## src/rtl/regfile_pkg.sv

```systemverilog
// Shared types and constants for the register file write path.
// Address/data widths, the zero register and the requester enum.
package regfile_pkg;

    localparam int ADDR_W   = 5;
    localparam int DATA_W   = 32;
    localparam int NUM_REGS = 1 << ADDR_W;

    localparam logic [ADDR_W-1:0] REG_ZERO = 5'd0;

    typedef enum logic {
        REQ_A = 1'b0,
        REQ_B = 1'b1
    } req_e;

endpackage

```

## src/rtl/rr_arb2.sv

```systemverilog
// Two-requester round-robin arbiter with a hold-off input for requester A.
// Owns the priority flop; each ready depends only on the other side's valid.
module rr_arb2
    import regfile_pkg::*;
(
    input  logic clk,
    input  logic rst,
    input  logic aValid,
    input  logic bValid,
    input  logic aStall,
    output logic aReady,
    output logic bReady,
    output logic aGrant,
    output logic bGrant
);

    req_e prio;
    req_e prioNext;

    always_comb begin
        aReady   = !rst && !aStall && !(bValid && prio == REQ_B);
        bReady   = !rst && !(aValid && prio == REQ_A && !aStall);
        aGrant   = aValid && aReady;
        bGrant   = bValid && bReady;
        prioNext = prio;
        unique case (1'b1)
            aGrant:  prioNext = REQ_B;
            bGrant:  prioNext = REQ_A;
            default: prioNext = prio;
        endcase
    end

    always_ff @(posedge clk) begin
        if (rst) begin
            prio <= REQ_A;
        end else begin
            prio <= prioNext;
        end
    end

endmodule

```

## src/rtl/regfile_write_arbiter.sv

```systemverilog
// Shares the register file write port between ALU (A) and multi-cycle (B)
// writeback, with a reservation scoreboard for B's outstanding destinations.
module regfile_write_arbiter
    import regfile_pkg::*;
#(
    parameter int ADDR_W   = regfile_pkg::ADDR_W,
    parameter int DATA_W   = regfile_pkg::DATA_W,
    parameter int NUM_REGS = regfile_pkg::NUM_REGS
) (
    input  logic              clk,
    input  logic              rst,
    input  logic              a_valid,
    output logic              a_ready,
    input  logic [ADDR_W-1:0] a_addr,
    input  logic [DATA_W-1:0] a_data,
    input  logic              b_valid,
    output logic              b_ready,
    input  logic [ADDR_W-1:0] b_addr,
    input  logic [DATA_W-1:0] b_data,
    input  logic              rsv_valid,
    input  logic [ADDR_W-1:0] rsv_addr,
    output logic              rsv_ready,
    input  logic [ADDR_W-1:0] rd_addr1,
    input  logic [ADDR_W-1:0] rd_addr2,
    output logic              rd_busy1,
    output logic              rd_busy2,
    output logic              rf_we,
    output logic [ADDR_W-1:0] rf_waddr,
    output logic [DATA_W-1:0] rf_wdata,
    output logic [NUM_REGS-1:0] busy_vec
);

    logic                aStall;
    logic                aGrant;
    logic                bGrant;
    logic                rsvAccept;
    logic [NUM_REGS-1:0] busyQ;
    logic [NUM_REGS-1:0] setMask;
    logic [NUM_REGS-1:0] clrMask;
    logic [ADDR_W-1:0]   winAddr;
    logic [DATA_W-1:0]   winData;

    // WAW: A may not overtake a pending B write to the same register
    assign aStall = busyQ[a_addr] && (a_addr != REG_ZERO);

    rr_arb2 u_arb (
        .clk    (clk),
        .rst    (rst),
        .aValid (a_valid),
        .bValid (b_valid),
        .aStall (aStall),
        .aReady (a_ready),
        .bReady (b_ready),
        .aGrant (aGrant),
        .bGrant (bGrant)
    );

    assign rsv_ready = !rst && !busyQ[rsv_addr];
    assign rsvAccept = rsv_valid && rsv_ready;

    always_comb begin
        setMask = '0;
        clrMask = '0;
        if (rsvAccept && rsv_addr != REG_ZERO) begin
            setMask = NUM_REGS'(1) << rsv_addr;
        end
        if (bGrant) begin
            clrMask = NUM_REGS'(1) << b_addr;
        end
    end

    always_ff @(posedge clk) begin
        if (rst) begin
            busyQ <= '0;
        end else begin
            busyQ <= (busyQ & ~clrMask) | setMask;
        end
    end

    assign busy_vec = busyQ;

    always_comb begin
        winAddr = a_addr;
        winData = a_data;
        if (bGrant) begin
            winAddr = b_addr;
            winData = b_data;
        end
    end

    always_ff @(posedge clk) begin
        if (rst) begin
            rf_we    <= 1'b0;
            rf_waddr <= '0;
            rf_wdata <= '0;
        end else if (aGrant || bGrant) begin
            rf_we    <= (winAddr != REG_ZERO);
            rf_waddr <= winAddr;
            rf_wdata <= winData;
        end else begin
            rf_we <= 1'b0;
        end
    end

    // the commit-cycle write is not yet visible to the async read
    assign rd_busy1 = (rd_addr1 != REG_ZERO) &&
                      (busyQ[rd_addr1] || (rf_we && rf_waddr == rd_addr1));
    assign rd_busy2 = (rd_addr2 != REG_ZERO) &&
                      (busyQ[rd_addr2] || (rf_we && rf_waddr == rd_addr2));

endmodule

```

## config.mk

```make
export PLATFORM = sky130hd
export DESIGN_NAME = regfile_write_arbiter
export DESIGN_NICKNAME = d
export VERILOG_FILES = /design/src/rtl/regfile_pkg.sv /design/src/rtl/rr_arb2.sv /design/src/rtl/regfile_write_arbiter.sv
export SDC_FILE = /design/constraint.sdc
export NUM_CORES = 1
export LEC_CHECK = 0
export ABC_CLOCK_PERIOD_IN_PS = 2950
export BUFFER_PORTS_ARGS = -buffer_cell sky130_fd_sc_hd__buf_2
export CORE_AREA = 2 2 91 115
export CTS_BUF_LIST = sky130_fd_sc_hd__clkbuf_4
export CTS_CLUSTER_SIZE = 30
export DETAILED_ROUTE_END_ITERATION = 8
export DIE_AREA = 0 0 93 117
export GPL_TIMING_DRIVEN = 0
export PLACE_DENSITY = 0.89
export SYNTH_ARGS = -nofsm -noshare
export SYNTH_HDL_FRONTEND = slang
export SYNTH_HIERARCHICAL = 1
export SYNTH_SLANG_ARGS = --single-unit
```

## constraint.sdc

```tcl
create_clock -name clk -period 2.95 [get_ports clk]
set_input_delay 0.1475 -clock clk [delete_from_list [all_inputs] [get_ports clk]]
set_output_delay 0.1475 -clock clk [all_outputs]
set_load 0.02 [all_outputs]
```

==> results of run 1 <==
==> layer usage <==
| layer | track usage (%) | wire (um) | vias up |
|---|---|---|---|
| li1 | - | - | 2218 |
| met1 | 34.35 | 6108 | 2380 |
| met2 | 50.24 | 8636 | 347 |
| met3 | 5.442 | 1417 | 118 |
| met4 | 18.14 | 1129 | 0 |
| met5 | 0 | 0 | - |
==> layout by cell type, fill, tap and decap left out, drive strengths merged, types with 2 or more instances in the layout <==
master	instances
mux2i	46
or2	2
nor2b	7
o21ai	19
nor3	6
o32a	2
xor2	8
or3	3
a32o	8
nand2	27
nor2	83
o311ai	4
o211ai	10
nand4b	2
a211oi	7
mux4	29
clkbuf	31
a21o	2
nor3b	5
nand3b	2
dlygate4sd3	32
a21boi	2
nand4	4
buf	180
clkinv	2
dfxtp	71
o22ai	2
xnor2	2
clkinvlp	2
nor4	2
o41ai	6
nand3	21
nand2b	6
a21oi	43
inv	2
mux2	6
==> repair_timing <==
item	4_1_cts	5_1_grt
hold endpoints to repair	32	0
buffers inserted	3	3
setup endpoints to repair	51	51
gates resized for setup	15	32
hold buffers	32	0
pin swaps	0	2
==> final timing paths <==
check / start / endpoint / slack, ns / depth (start not counted)
max reg2reg: busy_vec[14]$_SDFF_PP0_ / rf_wdata[10]$_SDFFE_PP0N_ / 0.003 / 10
max: busy_vec[14]$_SDFF_PP0_ / rf_wdata[10]$_SDFFE_PP0N_ / 0.003 / 10
min reg2reg: busy_vec[3]$_SDFF_PP0_ / busy_vec[3]$_SDFF_PP0_ / 0.54 / 2
min: b_valid / u_arb/prio$_SDFFE_PP0P_ / 0.02 / 3
==> critical path: stages, from the launching register on <==
cell and delay [ns]:
sky130_fd_sc_hd__dfxtp_1 0.40, sky130_fd_sc_hd__mux4_2 0.49, sky130_fd_sc_hd__mux4_2 0.48, sky130_fd_sc_hd__mux2_4 0.33, sky130_fd_sc_hd__nor3b_4 0.29, sky130_fd_sc_hd__nor3b_4 0.11
sky130_fd_sc_hd__clkbuf_4 0.21, sky130_fd_sc_hd__buf_2 0.21, sky130_fd_sc_hd__nor2_1 0.15, sky130_fd_sc_hd__a21oi_1 0.05, sky130_fd_sc_hd__nor2_1 0.17
==> kinds of logic (layout without fill, tap and decap cells) <==
logic type,Yosys count,after routing,share of synthesized area (%)
AOI/OAI and AO/OA,110,110,16.46
xor gates and xnor gates,10,10,2.001
buffers and inverters,42,250,4.001
DFF,71,71,32.47
muxes,81,81,26.98
other,0,1,0
and+or+nand+nor,172,172,18.09
==> area by class of cell <==
| type | instances | area, sq um | area share, % |
|---|---|---|---|
| Tap cell | 129 | 161.4 | 2.715 |
| Multi-Input combinational cell | 373 | 2839 | 47.75 |
| Clock buffer | 11 | 82.58 | 1.389 |
| Buffer | 39 | 209.0 | 3.514 |
| Inverter | 2 | 7.507 | 0.1263 |
| Clock inverter | 5 | 58.81 | 0.9891 |
| Timing Repair Buffer | 193 | 1141 | 19.19 |
| Antenna cell | 1 | 2.502 | 0.04209 |
| Sequential cell | 71 | 1444 | 24.28 |
==> registers in the layout, indices dropped and copies added, names as in the netlist <==
register / flops
rf_wdata: 32
u_arb/prio: 1
rf_waddr: 5
busy_vec: 32
rf_we: 1
==> power groups by stage <==
stage | sequential, uW | combinational [uW] | clock, uW
detailed placement | 1060 | 504 | 0
global route | 1040 | 619 | 683
CTS | 1040 | 547 | 643
global placement | 1060 | 487 | 0
floorplan | 1100 | 269 | 0
finish | 1040 | 582 | 654
==> stage by stage <==
step                hold slack [ns]  total power, uW  instances  worst slack (ns)  cell area (sq um)
detailed placement           0.3889             1561        770           -0.5370               5316
CTS                        0.009301             2227        820           0.03132               5837
floorplan                    0.2861             1370        486           0.04985               4379
global placement             0.3723             1542        770           -0.3690               5316
global route                0.02565             2344        824          -0.06290               5946
finish                      0.02293             2275        824          0.003170               5946
==> flow_summary.json, run 1 <==
{
  "avgViaCountPerCell": 6.144,
  "clock_sinks": 71,
  "dp.final_hpwl_um": 11910,
  "synth.lib_cells_used.distinct": 49,
  "top_post_synthesis_cells_by_count": "sky130_fd_sc_hd__nor2_1 (83), sky130_fd_sc_hd__dfxtp_1 (71), sky130_fd_sc_hd__mux2i_1 (46)",
  "swShare_pct": 33.03,
  "routedWlPerCell_um": 20.98,
  "die_outline_area_sq_mm": 0.01088,
  "core.rowCount": 41,
  "syn_area_per_cell_sq_um": 9.008,
  "drive_gt1_share_pct": 36.74,
  "timing.final.crit_share_pct": 99.89,
  "syn2layout_area_growth_pct": 35.81,
  "synth-seq-cells": 71,
  "initial_core_util_pct": 44.45,
  "grt.overflow.total": 0,
  "ys_dominant_reg_cell": "sky130_fd_sc_hd__dfxtp_1",
  "postRouteAntennaNets": 0,
  "top_level_ports": 169,
  "setup_viol": 0,
  "cts_buffers": 9,
  "postSynthNetCount": 580,
  "final.fill_count": 874,
  "detail_route.iter0.violations": 514,
  "design.core.area_sq_mm": 0.009849,
  "clk_transition_reported_paths_ns": 0.13,
  "clk_skew_ns": 0.02443,
  "grt_max_degree": 13,
  "leakagePower_uw": 0.002586,
  "outcome": "completed",
  "pwr-share-seq_pct": 45.7,
  "clockBufferDepth": 2,
  "fmax_achieved_ghz": 0.3393,
  "max-vdd-ir-drop_uv": 372.4,
  "slew_viols_final": 0,
  "biggest_area_consumer_among_synthesized_cells": "sky130_fd_sc_hd__dfxtp_1",
  "vias": 5063,
  "die_width_um": 93,
  "power_report.internal_total_uw": 1524,
  "power.share.combinational_pct": 25.6,
  "hold_path.class": "in2reg",
  "critPathArrivalTime_ns": 3.33,
  "postSynthCellCount": 486,
  "start_kind": "register",
  "antenna_found_initial": 1,
  "port-buffer-count": 155,
  "async_reset_ff_share_pct": 0,
  "grtUsageTotal_pct": 29.40,
  "clock_tree_from_tritoncts": "yes",
  "cellPowerDensity_mw_per_mm2": 382.7,
  "htree_num_levels": 3,
  "detailedRoute.firstPassIterationCount": 6,
  "crit_type": "reg2reg",
  "gp_congestion": 0.9683,
  "layout.core_utilization_pct": 60.37,
  "synth_enable_flop_cells": 0,
  "root_buffer": "sky130_fd_sc_hd__clkbuf_4",
  "total_switching_power_uw": 751.5,
  "worst-endpoint-required_ns": 3.34,
  "synthMostInstantiatedCell": "sky130_fd_sc_hd__nor2_1",
  "timing_hold_violations_final": 0,
  "finalWorstPathRequiredPeriod_ns": 2.947,
  "cp_max_fo": 10,
  "pwr-share-clk_pct": 28.7,
  "grt_pass1_wl_um": 24560,
  "max_slew.worst_pin.slew_ns": 0.6302,
  "synth_area_leaders": "sky130_fd_sc_hd__dfxtp_1 (32%), sky130_fd_sc_hd__mux4_2 (15%), sky130_fd_sc_hd__mux2i_1 (11%)",
  "critPathCaptureType": "register",
  "number_of_global_route_vias_before_repair": 4826,
  "worst_skew_pair.late_latency_ns": 0.46,
  "synth.yosys.warnings": 6,
  "num-nets-final": 783,
  "detail_route.wirelength_um": 17290,
  "max_cap_violations": 0,
  "syn-cell-area_sq_mm": 0.004378,
  "setup_tns_ns": 0,
  "drc": 0,
  "die_y_um": 117,
  "synth_top_area_share_pct": 32.47,
  "slew_headroom_pct": 57.99,
  "synth.yosys.seq_area_share_pct": 32.47
}
Power figures use the tool's default switching activity.
==> run 2, diff against run 1 <==
--- a/config.mk
+++ b/config.mk
@@ -5,15 +5,15 @@
 export SDC_FILE = /design/constraint.sdc
 export NUM_CORES = 1
 export LEC_CHECK = 0
-export ABC_CLOCK_PERIOD_IN_PS = 2950
+export ABC_CLOCK_PERIOD_IN_PS = 3150
 export BUFFER_PORTS_ARGS = -buffer_cell sky130_fd_sc_hd__buf_2
-export CORE_AREA = 2 2 91 115
+export CORE_AREA = 2 2 87 110
 export CTS_BUF_LIST = sky130_fd_sc_hd__clkbuf_4
 export CTS_CLUSTER_SIZE = 30
 export DETAILED_ROUTE_END_ITERATION = 8
-export DIE_AREA = 0 0 93 117
+export DIE_AREA = 0 0 89 112
 export GPL_TIMING_DRIVEN = 0
-export PLACE_DENSITY = 0.89
+export PLACE_DENSITY = 0.92
 export SYNTH_ARGS = -nofsm -noshare
 export SYNTH_HDL_FRONTEND = slang
 export SYNTH_HIERARCHICAL = 1
==> constraint.sdc (replaced) <==
create_clock -name clk -period 3.15 [get_ports clk]
set_input_delay 0.1575 -clock clk [delete_from_list [all_inputs] [get_ports clk]]
set_output_delay 0.1575 -clock clk [all_outputs]
set_load 0.02 [all_outputs]
==> run 2 against run 1 <==
Net effect: final cell count down 1.7%; die area down 8.4%; cell area fell by 2.7%; core utilization rose by 4.1 points; register-to-register slack better by 0.07 ns; largest cell class unchanged; largest power group unchanged.
==> flow_summary.json, run 2 (synthesized netlist as in run 1, its figures left out) <==
{
  "routedWlPerCell_um": 20.72,
  "fmax_achieved_ghz": 0.3253,
  "number_of_global_route_vias_before_repair": 5016,
  "grt.overflow.total": 0,
  "postCtsSetupBuffers": 0,
  "grt_pass1_wl_um": 25620,
  "clk_skew_ns": 0.02006,
  "antenna_cells_inserted": 0,
  "initial_core_util_pct": 48.76,
  "pre_cts_setup_slack_ns": -0.5733,
  "max_cap_violations": 0,
  "outcome": "completed",
  "numPlacedInstances": 764,
  "cts_buffers": 9,
  "crit_type": "reg2reg",
  "gp_congestion": 1.084,
  "htree_num_levels": 3,
  "critPathArrivalTime_ns": 3.44,
  "crit_path_max_incr_delay_ns": 0.52,
  "final-instance-count-excl-fill": 810,
  "use_met2_pct": 53.33,
  "clk_transition_reported_paths_ns": 0.12,
  "end_point_of_the_worst_hold_path": "u_arb/prio$_SDFFE_PP0P_",
  "detail_route.wirelength_um": 16790,
  "critPathCaptureType": "register",
  "die_y_um": 112,
  "layout_commonest_cell": "sky130_fd_sc_hd__buf_2",
  "cp_top_family": "multiplexers",
  "hold_path.class": "in2reg",
  "leakagePower_uw": 0.002532,
  "worst-endpoint-required_ns": 3.52,
  "setup_viol": 0,
  "vias": 5024,
  "start_kind": "register",
  "num-nets-final": 778,
  "setup.reg_to_reg.worst_slack_ns": 0.08,
  "port-buffer-count": 155,
  "detail_route.iter0.violations": 521,
  "cp_max_fo": 10,
  "grtUsageTotal_pct": 33.71,
  "detailedRoute.firstPassIterationCount": 6,
  "cellPowerDensity_mw_per_mm2": 354.1,
  "gr-max-usage-layer": "met2",
  "setup_ws_ns": 0.07592,
  "timing.final.crit_share_pct": 97.59,
  "design.core.area_sq_mm": 0.008979,
  "die_outline_area_sq_mm": 0.009968,
  "hold_path_startpoint": "b_valid",
  "clock_sinks": 71,
  "core.rowCount": 39,
  "finalWorstPathRequiredPeriod_ns": 3.074,
  "timing.rr.start": "busy_vec[15]$_SDFF_PP0_",
  "critical_path.n_buffers_inverters": 3,
  "cpMaxStageDelayCell": "sky130_fd_sc_hd__mux4_2",
  "grt_max_degree": 12,
  "layout.cells.most_common_list": "sky130_fd_sc_hd__buf_2 (168), sky130_fd_sc_hd__nor2_1 (83), sky130_fd_sc_hd__dfxtp_1 (70)",
  "die_width_um": 89,
  "fraction_of_met1_tracks_used_by_global_routing_pct": 39.98,
  "path_cells": "mux4_2 -> mux4_2 -> mux2_2 -> nor3b_2 -> nor3b_1 -> clkbuf_2 -> buf_2 -> buf_2 -> nor2_1 -> a21oi_1 -> nor2_1",
  "syn2layout_area_growth_pct": 32.18,
  "drc": 0,
  "cell_area_after_placement_sq_mm": 0.005308,
  "cp-startpoint": "busy_vec[15]$_SDFF_PP0_",
  "hold_slack_ns": 0.07177,
  "max-vdd-ir-drop_uv": 326.2,
  "postRouteAntennaNets": 0,
  "avgViaCountPerCell": 6.202,
  "reg2reg_to": "rf_wdata[16]$_SDFFE_PP0N_",
  "final.fill_count": 720,
  "drive_gt1_share_pct": 33.04,
  "timing_hold_violations_final": 0,
  "max_slew.worst_pin.slew_ns": 0.7153,
  "met3_usage_pct": 7.561,
  "slew_viols_final": 0,
  "top_level_ports": 169,
  "clock_tree_from_tritoncts": "yes",
  "worst_skew_pair.late_latency_ns": 0.44,
  "setup_repair_after_global_routing_missed_its_margin": "yes",
  "dp.final_hpwl_um": 11770,
  "slew_headroom_pct": 51.95,
  "layout.core_utilization_pct": 64.45,
  "r2r.worst_path.cells": 11,
  "clockBufferDepth": 2,
  "layout.cell_area.non_filler_sq_mm": 0.005787,
  "root_buffer": "sky130_fd_sc_hd__clkbuf_4",
  "timing.hold.worst_path_depth": 3,
  "antenna_found_initial": 0
}
==> run 2: changes by cell type in the layout (fill, tap and decap cells not counted), sizes merged <==
cell,delta
diode,-1
clkbuf,-1
clkinv,+1
buf,-6
clkinvlp,-1
==> run 2: worst max-delay path by stage <==
stage / to / slack, ns / cells past startpoint
after floorplan: rf_wdata[12]$_SDFFE_PP0N_ / 0.06 / 10
after global placement: rf_wdata[21]$_SDFFE_PP0N_ / -0.44 / 12
after detailed placement: rf_wdata[16]$_SDFFE_PP0N_ / -0.57 / 12
after CTS: rf_wdata[3]$_SDFFE_PP0N_ / 0.01 / 10
after global routing: rf_wdata[13]$_SDFFE_PP0N_ / -0.02 / 10
final: rf_wdata[16]$_SDFFE_PP0N_ / 0.08 / 11
==> run 2: per-layer routing <==
layer | part of all wire [%] | up-vias | routed length (um)
met4 | 6.4 | 0 | 1075
met1 | 37 | 2361 | 6292
met2 | 47 | 362 | 7963
met3 | 8.7 | 93 | 1455
li1 | - | 2208 | -
met5 | 0 | - | 0
==> run 2: worst min-delay path, stage by stage <==
cell	delay (ns)
sky130_fd_sc_hd__buf_2	0.11
sky130_fd_sc_hd__nor2b_1	0.05
sky130_fd_sc_hd__o21ba_1	0.16
==> run 2: power breakdown <==
part / switching [uW] / internal (uW)
registers: 36.2 / 938
logic: 307 / 218
clock network: 322 / 228
==> run 2: per-stage QoR <==
| stage | power (uW) | TNS, ns |
|---|---|---|
| floorplan | 1283 | 0 |
| global placement | 1437 | -10.16 |
| detailed placement | 1457 | -14.60 |
| CTS | 2024 | 0 |
| global route | 2118 | -0.05477 |
| finish | 2049 | 0 |
==> run 2: timing repair <==
action,4_1_cts,5_1_grt
hold buffers,32,0
endpoints found under the setup margin,31,49
hold endpoints to repair,32,0
gates resized for setup,8,15
==> run 2: final cells by class <==
class                           instances  area (sq um)  area share (%)
Timing Repair Buffer                  187          1096           18.94
Tap cell                              123         153.9           2.659
Clock inverter                          5         51.30          0.8865
Multi-Input combinational cell        373          2789           48.19
Buffer                                 40         198.9           3.438
Inverter                                2         7.507          0.1297
Clock buffer                            9         67.56           1.168
Sequential cell                        71          1423           24.58
